[src/rtl/uart_cmd_ctrl.sv]
// uart_cmd_ctrl: parses 'W' addr data / 'R' addr host frames from uart_rx, runs them
// on an 8-bit register bank and returns one reply byte through uart_tx.
// Optional inter-byte timeout in GET_ADDR/GET_DATA: define UART_CMD_TIMEOUT_EN.
module uart_cmd_ctrl #(
    parameter int NUM_REGS     = 8,
    parameter int ADDR_W       = 3,
    parameter int TIMEOUT_CLKS = 1420
) (
    input  logic                  clk_in,
    input  logic                  rst_in_n,
    input  logic                  rx_dv_in,
    input  logic [7:0]            rx_data_in,
    output logic                  tx_dv_out,
    output logic [7:0]            tx_data_out,
    input  logic                  tx_active_in,
    input  logic                  tx_done_in,
    output logic [NUM_REGS*8-1:0] regs_out,
    output logic                  wr_strobe_out,
    output logic [ADDR_W-1:0]     wr_addr_out,
    output logic                  busy_out,
    output logic                  overrun_out
);
    localparam logic [7:0] CMD_WR = 8'h57;
    localparam logic [7:0] CMD_RD = 8'h52;
    localparam logic [7:0] ACK    = 8'h06;
    localparam logic [7:0] NAK    = 8'h15;

    typedef enum logic [2:0] {
        IDLE, GET_ADDR, GET_DATA, EXEC, SEND, WAIT_DONE
    } state_t;

    state_t state, state_nxt;

    logic              is_wr_q;
    logic [ADDR_W-1:0] addr_q;
    logic              in_range_q;
    logic [7:0]        data_q;
    logic [7:0]        reply_q;
    logic [ADDR_W-1:0] last_wr_addr_q;
    logic [7:0]        regs_q [NUM_REGS];
    logic [7:0]        rd_data;
    logic              timeout;

    // The whole address byte is range-checked, so high bits cannot alias onto a register.
    function automatic logic addr_in_range(input logic [7:0] a);
        return {1'b0, a} < 9'(NUM_REGS);
    endfunction

`ifdef UART_CMD_TIMEOUT_EN
    localparam int TO_W = $clog2(TIMEOUT_CLKS + 1);
    logic [TO_W-1:0] to_cnt_q;

    always_ff @(posedge clk_in) begin
        if (!rst_in_n || rx_dv_in || !(state == GET_ADDR || state == GET_DATA))
            to_cnt_q <= '0;
        else
            to_cnt_q <= to_cnt_q + 1'b1;
    end

    assign timeout = (to_cnt_q == TO_W'(TIMEOUT_CLKS - 1));
`else
    assign timeout = 1'b0;
`endif

    always_comb begin
        rd_data = 8'h00;
        for (int k = 0; k < NUM_REGS; k++)
            if (addr_q == ADDR_W'(k)) rd_data = regs_q[k];
    end

    always_ff @(posedge clk_in) begin
        if (!rst_in_n) state <= IDLE;
        else           state <= state_nxt;
    end

    always_comb begin
        state_nxt     = state;
        tx_dv_out     = 1'b0;
        wr_strobe_out = 1'b0;
        overrun_out   = 1'b0;
        case (state)
            IDLE: begin
                if (rx_dv_in)
                    state_nxt = (rx_data_in == CMD_WR || rx_data_in == CMD_RD) ? GET_ADDR : SEND;
            end
            GET_ADDR: begin
                if (rx_dv_in)     state_nxt = is_wr_q ? GET_DATA : EXEC;
                else if (timeout) state_nxt = IDLE;
            end
            GET_DATA: begin
                if (rx_dv_in)     state_nxt = EXEC;
                else if (timeout) state_nxt = IDLE;
            end
            EXEC: begin
                wr_strobe_out = is_wr_q && in_range_q;
                overrun_out   = rx_dv_in;
                state_nxt     = SEND;
            end
            SEND: begin
                overrun_out = rx_dv_in;
                if (!tx_active_in) begin
                    tx_dv_out = 1'b1;
                    state_nxt = WAIT_DONE;
                end
            end
            WAIT_DONE: begin
                overrun_out = rx_dv_in;
                if (tx_done_in) state_nxt = IDLE;
            end
            default: state_nxt = IDLE;
        endcase
    end

    // Frame capture and execution; reply_q is only rewritten in IDLE/EXEC so it
    // stays stable for uart_tx from the tx_dv_out cycle until tx_done_in.
    always_ff @(posedge clk_in) begin
        if (!rst_in_n) begin
            is_wr_q        <= 1'b0;
            addr_q         <= '0;
            in_range_q     <= 1'b0;
            data_q         <= 8'h00;
            reply_q        <= 8'h00;
            last_wr_addr_q <= '0;
            for (int k = 0; k < NUM_REGS; k++) regs_q[k] <= 8'h00;
        end else begin
            if (state == IDLE && rx_dv_in) begin
                is_wr_q <= (rx_data_in == CMD_WR);
                if (rx_data_in != CMD_WR && rx_data_in != CMD_RD) reply_q <= NAK;
            end
            if (state == GET_ADDR && rx_dv_in) begin
                addr_q     <= rx_data_in[ADDR_W-1:0];
                in_range_q <= addr_in_range(rx_data_in);
            end
            if (state == GET_DATA && rx_dv_in) data_q <= rx_data_in;
            if (state == EXEC) begin
                reply_q <= !in_range_q ? NAK : (is_wr_q ? ACK : rd_data);
                if (wr_strobe_out) begin
                    last_wr_addr_q <= addr_q;
                    for (int k = 0; k < NUM_REGS; k++)
                        if (addr_q == ADDR_W'(k)) regs_q[k] <= data_q;
                end
            end
        end
    end

    for (genvar k = 0; k < NUM_REGS; k++) begin : g_flat
        assign regs_out[8*k +: 8] = regs_q[k];
    end

    assign tx_data_out = reply_q;
    assign wr_addr_out = wr_strobe_out ? addr_q : last_wr_addr_q;
    assign busy_out    = (state != IDLE);

endmodule

[config.mk]
export PLATFORM = sky130hd
export DESIGN_NAME = uart_cmd_ctrl
export DESIGN_NICKNAME = d
export VERILOG_FILES = /design/src/rtl/uart_cmd_ctrl.sv
export SDC_FILE = /design/constraint.sdc
export NUM_CORES = 1
export LEC_CHECK = 0
export ABC_AREA = 1
export BUFFER_PORTS_ARGS = -buffer_cell sky130_fd_sc_hd__buf_2
export CAP_MARGIN = 5
export CORE_ASPECT_RATIO = 0.8
export CORE_MARGIN = 1.5
export CORE_UTILIZATION = 49
export DETAILED_ROUTE_END_ITERATION = 10
export PLACE_DENSITY = 0.83
export SLEW_MARGIN = 30
export SYNTH_ARGS = -nofsm -noshare
export SYNTH_HDL_FRONTEND = slang
export SYNTH_SLANG_ARGS = --single-unit
[constraint.sdc]
create_clock -name clk_in -period 2.83 [get_ports clk_in]
set_clock_uncertainty 0.1 [all_clocks]
set_input_delay 0.566 -clock clk_in [delete_from_list [all_inputs] [get_ports clk_in]]
set_output_delay 0.566 -clock clk_in [all_outputs]
set_load 0.05 [all_outputs]
* After elaboration in Yosys (flattened, before gate mapping)
Memory sizes are Yosys's and may differ from the RTL's.
Cells that the tools add are included.
** Cells by class
- Order comparisons :: 1
- Eq/ne operators :: 21
- Muxes and demuxes :: 75
- Bitwise gates (word level) :: 8
- Reductions and logical operators :: 14
** Operator list (number)
- $mux 8 :: 21
- $mux 1 :: 46
- $mux 3 :: 7
- $eq 3x3->1 const B :: 6
- $pmux 3 s6 :: 1
- $eq 8x7->1 const B :: 2
- $ne 8x7->1 const B :: 2
- $eq 3x2->1 const B :: 4
- $ne 2x2->1 const B :: 5
- $lt 8x4->1 const B :: 1
- $or 1x1->1 :: 8
- $eq 3x1->1 const B :: 2
- $logic_not 3->1 :: 2
- $logic_and 1x1->1 :: 5
- $reduce_and 5->1 :: 1
- $reduce_bool 2->1 :: 2
- $reduce_bool 3->1 :: 1
- $reduce_or 3->1 :: 1
- $reduce_and 2->1 :: 1
- $logic_or 1x1->1 :: 1
** Storage, ports and cells
- Flip-flop bits (word level) :: 27
- Memory bits (writable) :: 64
- Input port bits :: 13
- Output and inout bits :: 79
- Word-level logic and storage cells :: 127
- Memories kept :: 1
** Memories
- regs_q :: depth 8, bits a word 8, rd ports 8, clocked after Yosys merged registers in 0, write ports 8, line 40 : logic [7:0] regs_q [NUM_REGS];

* Logic depth before layout (Yosys ltp)
Gate-level depths: netlist of the first run.
- Depth after elaboration :: 12
- Mapped depth :: 12
- Depth with buffers taken out :: 11

* Worst setup path after synthesis of the first run
No wires, ideal clock.
- Kind :: register to output
- Start :: register state[1]
- End :: output wr_addr_out[2]
- Arrival time :: 1.906 ns
- Data required time :: 2.164 ns
- Path slack :: 0.258 ns
- Stages on the path, launching flop included :: 7
- Buffers on the path :: 0
- Cell sequence :: dfxtp_1 > inv_1 > nor2_2 > nand3_2 > nor2_4 > inv_2 > a21oi_1
** On the way
- Cells in the longest elaborated chain, start to end :: 3
** Ends and longest elaborated chain
- start: declaration :: line 32 : state_t state, state_nxt;
- start signal: assignment :: line 73 : else state <= state_nxt;
- $eq 3x2->1 :: line 81 : case (state)
- $mux 1 :: line 81
- named net wr_strobe_out :: line 18 : output logic wr_strobe_out,
- $mux 3
- end: declaration :: line 19 : output logic [ADDR_W-1:0] wr_addr_out,
The timed path passes the listed nets, and every way through them passes these cells.

* Final worst setup path of the first run
- Start :: register state[1]
- End :: output wr_addr_out[0]
** On the way
- Cells in the longest elaborated chain, start to end :: 3
** Ends and longest elaborated chain (line)
- $eq 3x2->1 :: 81
- $mux 1 :: 81
- $mux 3
No other way between the ends.

==> results of run 1 <==
-- how the worst max path moves through the flow --
stage | from | endpoint | slack, ps | cells after the start
2_1_floorplan | state[1] | wr_addr_out[2] | 260 | 6
3_3_place_gp | state[1] | regs_q[1][22] | 680 | 6
3_5_place_dp | state[1] | regs_q[1][23] | 550 | 6
4_1_cts | state[1] | wr_addr_out[0] | 240 | 8
5_1_grt | state[1] | wr_addr_out[1] | 90 | 8
6_report | state[1] | wr_addr_out[0] | 250 | 8
-- state kept, by name, indices dropped and copies added (netlist names) --
register and cells:
addr_q 3, data_q 8, in_range_q 1, is_wr_q 1
last_wr_addr_q 3, regs_q 64, state 3, tx_data_out 8
-- layout by cell type (no fill, tap or decap) --
cell type	netlist	layout
buf_4	3	2
o21bai_1	1	1
nand4_1	12	12
nand2_2	2	2
edfxtp_1	64	64
o21ai_0	20	19
o21ai_1	0	1
nand3_1	15	15
nand3_4	1	1
nor2_1	100	100
a21oi_1	27	27
or2_2	3	3
inv_1	39	39
a211oi_1	1	1
nand3b_1	3	3
nor2_4	2	2
nor3_1	3	3
inv_6	0	3
nand3_2	2	2
clkbuf_8	0	9
dfxtp_1	27	27
inv_2	5	5
nor4_1	1	1
and3_1	1	1
clkinvlp_4	0	2
inv_8	0	1
nor2_2	8	8
buf_2	0	91
a32oi_1	1	1
nor3_2	1	1
nand2_1	90	90
clkbuf_16	0	1
-- final cells by class --
type | instances | area share, %
Sequential cell | 91 | 51.7
Timing Repair Buffer | 93 | 9.89
Clock inverter | 6 | 1.10
Multi-Input combinational cell | 294 | 27.8
Clock buffer | 10 | 3.13
Inverter | 44 | 3.47
Tap cell | 108 | 2.84
-- kinds of logic (layout without fill, tap and decap cells) --
family	Yosys count	after routing	share of synthesized area, %
AND/OR/NAND/NOR	244	244	26.7
flip-flops	91	91	61.7
buffers and inverters	51	153	5.08
AO/OA/AOI/OAI	50	50	6.49
-- power by group through the flow --
stage               combinational (mW)  sequential, mW  clock (mW)
finish                           0.825            1.60       0.877
CTS                              0.819            1.60       0.880
floorplan                        0.466            1.77           0
global placement                 0.802            1.62           0
global route                     0.893            1.61       0.936
detailed placement               0.816            1.63           0
-- metrics by stage --
step,cells,hold slack (ps)
after floorplan,436,339
after global placement,630,371
after detailed placement,630,372
after CTS,646,348
after global routing,646,357
final,646,355
-- worst max-delay path, stage by stage, from the launching register on --
cell and delay, ps:
dfxtp_1 360, inv_1 70, nor2_2 130, nand3_2 110, nor2_4 180, inv_2 120
o21ai_0 290, inv_1 70, buf_2 210
-- layer usage --
| layer | vias to the layer above | part of all wire [%] |
|---|---|---|
| li1 | 1636 | - |
| met2 | 209 | 45 |
| met4 | 0 | 1.8 |
| met1 | 1663 | 44 |
| met5 | - | 0 |
| met3 | 20 | 10 |
==> impl_metrics.yaml, run 1 <==
routing:
  drc: 0
  dr_total_vias: 3528
  avgRoutedWirePerCell_um: 16.1
  dr.pass1.iters: 5
  viasPerCell: 5.46
  ant_nets: 0
  drt_iter0_markers: 345
  drt-total-wl_um: 10400
floorplanning:
  die_w_um: 104
  core_um2: 7910
  start_util_pct: 50.4
  rows: 29
  die_y_um: 83.7
  pin_count: 92
  die_area_um2: 8690
worst_setup_path:
  cp.arrival_ps: 1910
  r2r_cells: 4
  worst_setup_path_start_kind: "register"
  reg2reg_slack_ps: 640
  crit-reg2reg-launch: "addr_q[2]"
  crit-reg2reg-capture: "regs_q[1][10]"
  path_class: "reg2out"
  cp_max_fo: 8
  worst_setup_path_end_kind: "primary output"
  worstPathRequired_ps: 2160
worst_hold_path:
  hold_end: "data_q[4]"
  hold_start: "rx_data_in[4]"
  worstHoldPathType: "in2reg"
  hold_depth: 3
synth:
  syn_area_um2: 3990
  netlist_instances: 436
  yosys-top-cells-count: "100 x nor2_1, 90 x nand2_1, 64 x edfxtp_1"
  avgSynthCellArea_um2: 9.15
  ys_seq_area_share_pct: 61.7
  synth-seq-cells: 91
  yosysTopAreaCellShare_pct: 48.2
  synth_fp_nets: 449
  synth_most_common_cell: "nor2_1"
  synth_top_flop_cell: "edfxtp_1"
  synth-async-reset-ratio_pct: 0
  synth_edf_count: 64
  yosys_warnings: 0
  ys_types: 26
  synthTopCellsByArea: "edfxtp_1 48%, dfxtp_1 14%, nor2_1 9.4%"
  yosys.area.top_type: "edfxtp_1"
clock_tree:
  cts_tree: "yes"
  cts.clk_slew.worst_paths_ps: 90
  cts_setup_buffers: 0
  numCtsBuffers: 9
  hold_buffers: 0
  cts_buffer_depth: 2
  htreeDepth: 3
  ctsResizeCount: 0
  cts-root-buf: "clkbuf_8"
  cts.sinks: 91
  clk_latency_ps: 360
power:
  pwr-share-comb_pct: 25.0
  sw_frac_of_total_pct: 36.5
  power_switching_mw: 1.21
  powerDensity_nw_per_um2: 694
  leakagePower_nw: 2.11
  seq_power_share_pct: 48.5
  ir_drop_v: 0.000286
  power_frac_clock_pct: 26.5
  power_mw: 3.30
  internal_power_mw: 2.10
global_routing:
  grt_use_total_pct: 24.0
  busiest_layer: "met2"
  grt_max_degree: 20
  grtUsageMet3_pct: 5.85
  grt_overflow_total: 0
  grt_antenna_before_repair: 0
  gr-usage-met2_pct: 35.9
  grt_util_met1_pct: 34.4
  grt_pass1_vias: 3137
  grt_pass1_wl_um: 15800
final_layout:
  diodes: 0
  fin_util_pct: 60.2
  drive_gt1_share_pct: 24.7
  multi_input_area_um2: 1320
  nets: 546
  area_growth_syn_to_layout_pct: 19.3
  finalInstanceArea_um2: 4760
  nFillCells: 700
  final-seq-area_um2: 2460
timing:
  hold_viol_final: 0
  slew_violations: 0
  post-route-period-util_pct: 91.1
  clock.fmax_mhz: 388
  setup_viol: 0
  slew_headroom_pct: 53.9
  rsz0062_at_grt: "false"
  worst_slack_ps: 251
  worst-slew-pin-transition_ps: 687
  finalSetupTns_ps: 0
  fin_crit_ps: 2580
placement:
  globalplace.congestion: 0.907
  dp_hpwl_um: 7860
  io_buffers: 91
  dp_slack_ps: 550
  place_area_um2: 4560
run:
  max_cap_viol_count: 0
status:
  outcome: "finished, final reports clean"
(Power assumes the default switching activity.)
==> run 2, diff against run 1 <==
--- a/config.mk
+++ b/config.mk
@@ -11,6 +11,7 @@
 export CORE_ASPECT_RATIO = 0.8
 export CORE_MARGIN = 1.5
 export CORE_UTILIZATION = 49
+export CTS_CLUSTER_SIZE = 30
 export DETAILED_ROUTE_END_ITERATION = 10
 export PLACE_DENSITY = 0.83
 export SLEW_MARGIN = 30
==> constraint.sdc (replaced) <==
create_clock -name clk_in -period 2.83 [get_ports clk_in]
set_clock_uncertainty 0.1 [all_clocks]
set_input_delay 0.849 -clock clk_in [delete_from_list [all_inputs] [get_ports clk_in]]
set_output_delay 0.849 -clock clk_in [all_outputs]
set_load 0.05 [all_outputs]
==> run 2 against run 1 <==
  * Hold slack gained 36 ps
  * Clock-buffer cell count grew 2
  * Power grew 3.2%
  * Combinational power grew 3.3%
  * First-iteration DRC count grew 14%
  * Utilization grew 0.93 points
  * Flip-flop and latch count is the same
  * Die area is the same
  * Non-clock buffer count grew 3
  * Register-to-register slack lost 100 ps
  * Critical endpoint is now wr_addr_out[2]
  * Largest power group unchanged
  * Highest routed layer unchanged
==> impl_metrics.yaml, run 2 (synthesis gave the netlist of run 1 again) <==
status:
  outcome: "finished, final reports clean"
clock_tree:
  cts-root-buf: "clkbuf_8"
  clk_latency_ps: 370
  numCtsBuffers: 9
  cts_tree: "yes"
  cts.clk_slew.worst_paths_ps: 90
  cts_buffer_depth: 2
  cts.sinks: 91
  htreeDepth: 3
timing:
  slew_headroom_pct: 64.0
  rsz0062_at_grt: "false"
  holdWs_ps: 391
  worst-slew-pin-transition_ps: 539
  post-route-period-util_pct: 95.0
  fin_crit_ps: 2690
  setup_viol: 0
  hold_viol_final: 0
  clock.fmax_mhz: 372
  slew_violations: 0
  finalSetupTns_ps: 0
final_layout:
  area_growth_syn_to_layout_pct: 21.1
  nFillCells: 654
  drive_gt1_share_pct: 25.7
  finalInstanceArea_um2: 4830
  nets: 549
  diodes: 0
  fin_util_pct: 61.1
  largest_reg_flops: 64
  layout_commonest_cell: "nor2_1"
  regMostFlops: "regs_q"
  mostFrequentLayoutCells: "100 x nor2_1, 90 x nand2_1, 89 x buf_2"
floorplanning:
  core_um2: 7910
  pin_count: 92
  die_y_um: 83.7
  die_w_um: 104
  rows: 29
  start_util_pct: 50.4
  die_area_um2: 8690
global_routing:
  grt_pass1_vias: 3310
  grt_max_degree: 34
  grt_pass1_wl_um: 16300
  grt_antenna_before_repair: 0
  grt_use_total_pct: 24.6
  grt_overflow_total: 0
worst_setup_path:
  cp.arrival_ps: 1740
  worst_setup_path_end_kind: "primary output"
  r2r_cells: 4
  cp_max_fo: 8
  worstPathRequired_ps: 1880
  path_class: "reg2out"
  worst_setup_path_start_kind: "register"
placement:
  place_area_um2: 4560
  dp_hpwl_um: 8070
  globalplace.congestion: 0.927
  io_buffers: 91
routing:
  drc: 0
  dr_total_vias: 3608
  avgRoutedWirePerCell_um: 16.8
  ant_nets: 0
  dr.pass1.iters: 6
  drt_iter0_markers: 394
  viasPerCell: 5.56
  drt-total-wl_um: 10900
power:
  leakagePower_nw: 2.15
  powerDensity_nw_per_um2: 706
  ir_drop_v: 0.000317
worst_hold_path:
  worstHoldPathType: "reg2reg"
  hold_depth: 2
run:
  max_cap_viol_count: 0
## run 2: changes by cell type in the layout (fill, tap and decap cells not counted), moves of 2 or more
| cell | change |
|---|---|
| buf_2 | -2 |
| buf_4 | +4 |
| inv_6 | -2 |
| clkinvlp_4 | -2 |
| inv_4 | +2 |
## run 2: repair_timing
| item | 4_1_cts | 5_1_grt |
|---|---|---|
| buffers inserted | 0 | 3 |
| endpoints found under the setup margin | 2 | 3 |
| resized for setup | 2 | 9 |
| pin swaps | 0 | 2 |
| hold buffers | 0 | 0 |
## run 2: area by class of cell
class	instances	area (um2)	share of cell area, %
clock inverters	4	53.8	1.11
multi-input cells	294	1350	27.9
flip-flops and latches	91	2460	51.0
clock buffers	12	166	3.44
repair buffers	96	498	10.3
inverters	44	168	3.47
well taps	108	135	2.80
## run 2: metal layers
layer / up-vias / part of all wire (%) / global-route usage, %
met5: - / 0 / 0
met2: 255 / 47 / 38.9
met3: 29 / 13 / 7.49
li1: 1645 / - / -
met4: 0 / 2.1 / 9.22
met1: 1679 / 39 / 32.1
## run 2: critical path: stages, from the launching register on
cell and delay (ps):
dfxtp_2 350, inv_1 80, nor2_4 110, nand3_2 110, nor2_4 200, inv_4 90, nor2_4 180, a21oi_2 50
clkbuf_4 210
## run 2: where the power goes
group          switching [mW]  total [mW]  leakage, nW  internal (mW)
sequential             0.0931        1.61        0.880           1.51
clock                   0.459       0.951        0.113          0.492
combinational           0.655       0.852         1.15          0.197
total                    1.21        3.41         2.15           2.20
## run 2: worst paths after layout
kind	startpoint	endpoint	slack (ps)
worst max-delay path	state[1]	wr_addr_out[2]	140
worst min-delay path	tx_data_out[3]	tx_data_out[3]	390
worst max register to register	addr_q[2]	regs_q[1][9]	540
worst min register to register	tx_data_out[3]	tx_data_out[3]	390
## run 2: stage by stage
step	total power [mW]	setup slack (ps)	cells
CTS	3.38	10.9	646
global route	3.52	35.6	649
global placement	2.42	451	630
finish	3.41	141	649
floorplan	2.23	278	436
detailed placement	2.46	331	630
==> run 3, diff against run 2 <==
--- a/config.mk
+++ b/config.mk
@@ -13,7 +13,7 @@
 export CORE_UTILIZATION = 49
 export CTS_CLUSTER_SIZE = 30
 export DETAILED_ROUTE_END_ITERATION = 10
-export PLACE_DENSITY = 0.83
+export PLACE_DENSITY = 0.86
 export SLEW_MARGIN = 30
 export SYNTH_ARGS = -nofsm -noshare
 export SYNTH_HDL_FRONTEND = slang
==> constraint.sdc (replaced) <==
create_clock -name clk_in -period 2.58 [get_ports clk_in]
set_clock_uncertainty 0.1 [all_clocks]
set_input_delay 0.774 -clock clk_in [delete_from_list [all_inputs] [get_ports clk_in]]
set_output_delay 0.774 -clock clk_in [all_outputs]
set_load 0.05 [all_outputs]
==> run 3 against run 2 <==
  * Via count up 2.7%
  * Sequential share of layout area down 1.2 points
  * Power up 8.8%
  * Wire length up 1.9%
  * Register-to-register slack worse by 160 ps
  * Clock power up 1%
  * Clock-buffer cell count down 2
  * Sequential power up 9.9%
  * Non-clock buffer count up 13
  * Utilization up 1.6 points
  * Final area up 2.6%
  * Critical endpoint is now wr_addr_out[1]
  * Largest cell class unchanged
  * Highest routed layer unchanged
==> impl_metrics.yaml, run 3 (synthesis gave the netlist of run 1 again) <==
power:
  power_switching_mw: 1.37
  leakagePower_nw: 2.20
  power_mw: 3.71
  power_frac_clock_pct: 26.0
  sw_frac_of_total_pct: 37.1
  seq_power_share_pct: 47.7
  internal_power_mw: 2.34
  powerDensity_nw_per_um2: 748
  pwr-share-comb_pct: 26.2
  ir_drop_v: 0.000372
routing:
  dr_total_vias: 3705
  ant_nets: 0
  drt_iter0_markers: 447
  dr.pass1.iters: 5
  drc: 0
  viasPerCell: 5.60
  avgRoutedWirePerCell_um: 16.8
  drt-total-wl_um: 11100
timing:
  slew_violations: 0
  hold_viol_final: 0
  fin_crit_ps: 2570
  clock.fmax_mhz: 389
  worst-slew-pin-transition_ps: 536
  slew_headroom_pct: 64.2
  setup_viol: 0
  finalSetupTns_ps: 0
  holdWs_ps: 397
  rsz0062_at_grt: "true"
  post-route-period-util_pct: 99.7
  worst_slack_ps: 6.76
floorplanning:
  die_y_um: 83.7
  rows: 29
  die_area_um2: 8690
  die_w_um: 104
  pin_count: 92
  start_util_pct: 50.4
  core_um2: 7910
clock_tree:
  htreeDepth: 3
  cts_buffer_depth: 2
  clk_latency_ps: 360
  cts.clk_slew.worst_paths_ps: 90
  cts.sinks: 91
  numCtsBuffers: 9
  cts-root-buf: "clkbuf_8"
  cts_tree: "yes"
worst_setup_path:
  path_class: "reg2out"
  crit-reg2reg-launch: "state[2]"
  crit-reg2reg-capture: "regs_q[0][8]"
  max_stage_delay_ps: 370
  reg2reg_slack_ps: 380
  cp_max_fo: 6
  worstPathRequired_ps: 1710
  path_cells: "nor2_4 > nand3_2 > nor2_4 > clkinv_4 > o21ai_4 > inv_2 > buf_8"
  r2r_cells: 9
  cpMostUsedCell: "nor2_4"
  slowest_stage: "dfxtp_4"
  cp.arrival_ps: 1700
  worst_setup_path_end_kind: "primary output"
  critPathTopFamily: "simple AND/OR/NAND/NOR gates"
  worst_setup_path_start_kind: "register"
  crit_buf_inv: 3
worst_hold_path:
  hold_depth: 2
  hold_end: "tx_data_out[3]"
  hold_start: "tx_data_out[3]"
  worstHoldPathType: "reg2reg"
final_layout:
  largest_reg_flops: 64
  stdcell_count: 662
  fin_util_pct: 62.7
  finalInstanceArea_um2: 4960
  final-seq-area_um2: 2470
  area_growth_syn_to_layout_pct: 24.3
  nets: 562
  mostFrequentLayoutCells: "99 x nor2_1, 89 x nand2_1, 87 x buf_2"
  regMostFlops: "regs_q"
  multi_input_area_um2: 1370
  drive_gt1_share_pct: 29.1
  layout_commonest_cell: "nor2_1"
  diodes: 0
  nFillCells: 667
global_routing:
  grt_pass1_vias: 3362
  grt_antenna_before_repair: 0
  grt_use_total_pct: 25.7
  grt_max_degree: 34
  grt_pass1_wl_um: 17000
  grt_overflow_total: 0
placement:
  dp_hpwl_um: 8040
  globalplace.congestion: 0.926
  io_buffers: 91
  dp_slack_ps: 184
  post-place-cells: 633
  place_area_um2: 4580
status:
  outcome: "finished, final reports clean"
run:
  max_cap_viol_count: 0
## run 3: cell count changes in the layout (fill, tap and decap cells not counted), sizes merged
cell / before / now
buf: 95 / 108
clkbuf: 13 / 11
inv: 46 / 48
bufinv: 1 / 0
clkinvlp: 0 / 1
## run 3: how the worst max path moves through the flow
| stage | startpoint | to | slack, ps | cells after the start |
|---|---|---|---|---|
| floorplan | state[1] | wr_addr_out[2] | 100 | 6 |
| global placement | state[1] | wr_addr_out[1] | 280 | 8 |
| detailed placement | state[1] | wr_addr_out[0] | 180 | 8 |
| CTS | state[1] | wr_addr_out[0] | 0.007 | 8 |
| global route | state[1] | wr_addr_out[1] | -60 | 8 |
| finish | state[2] | wr_addr_out[1] | 7 | 7 |
## run 3: power groups by stage
stage	Sequential, mW	Combinational (mW)	Clock, mW
global placement	1.78	0.880	0
detailed placement	1.79	0.907	0
CTS	1.76	0.922	0.967
finish	1.77	0.974	0.965
global route	1.79	1.04	1.03
floorplan	1.94	0.511	0
## run 3: worst min-delay path: stages (launching register included)
cell and delay [ps]:
dfxtp_1 320, nand3_1 80, a21oi_1 60
## run 3: per-layer routing
| metal | up-vias | global-route usage [%] | part of all wire (%) |
|---|---|---|---|
| li1 | 1670 | - | - |
| met5 | - | 0 | 0 |
| met3 | 32 | 8.35 | 13 |
| met2 | 261 | 39.6 | 46 |
| met1 | 1742 | 35.2 | 38 |
| met4 | 0 | 7.20 | 2.4 |
## run 3: final cells by class
class / count / area share, %
clock buffer: 10 / 3.00
clock inverter: 6 / 1.03
inverter: 44 / 3.43
multi-input combinational: 294 / 27.6
sequential: 91 / 49.8
tap: 108 / 2.73
timing repair buffer: 109 / 12.4
## run 3: repair_timing
action | in CTS | in global routing
pin swaps | 4 | 4
setup endpoints to repair | 4 | 4
gates cloned | 0 | 0
hold buffers | 0 | 0
gates resized for setup | 10 | 18
setup buffers | 7 | 6
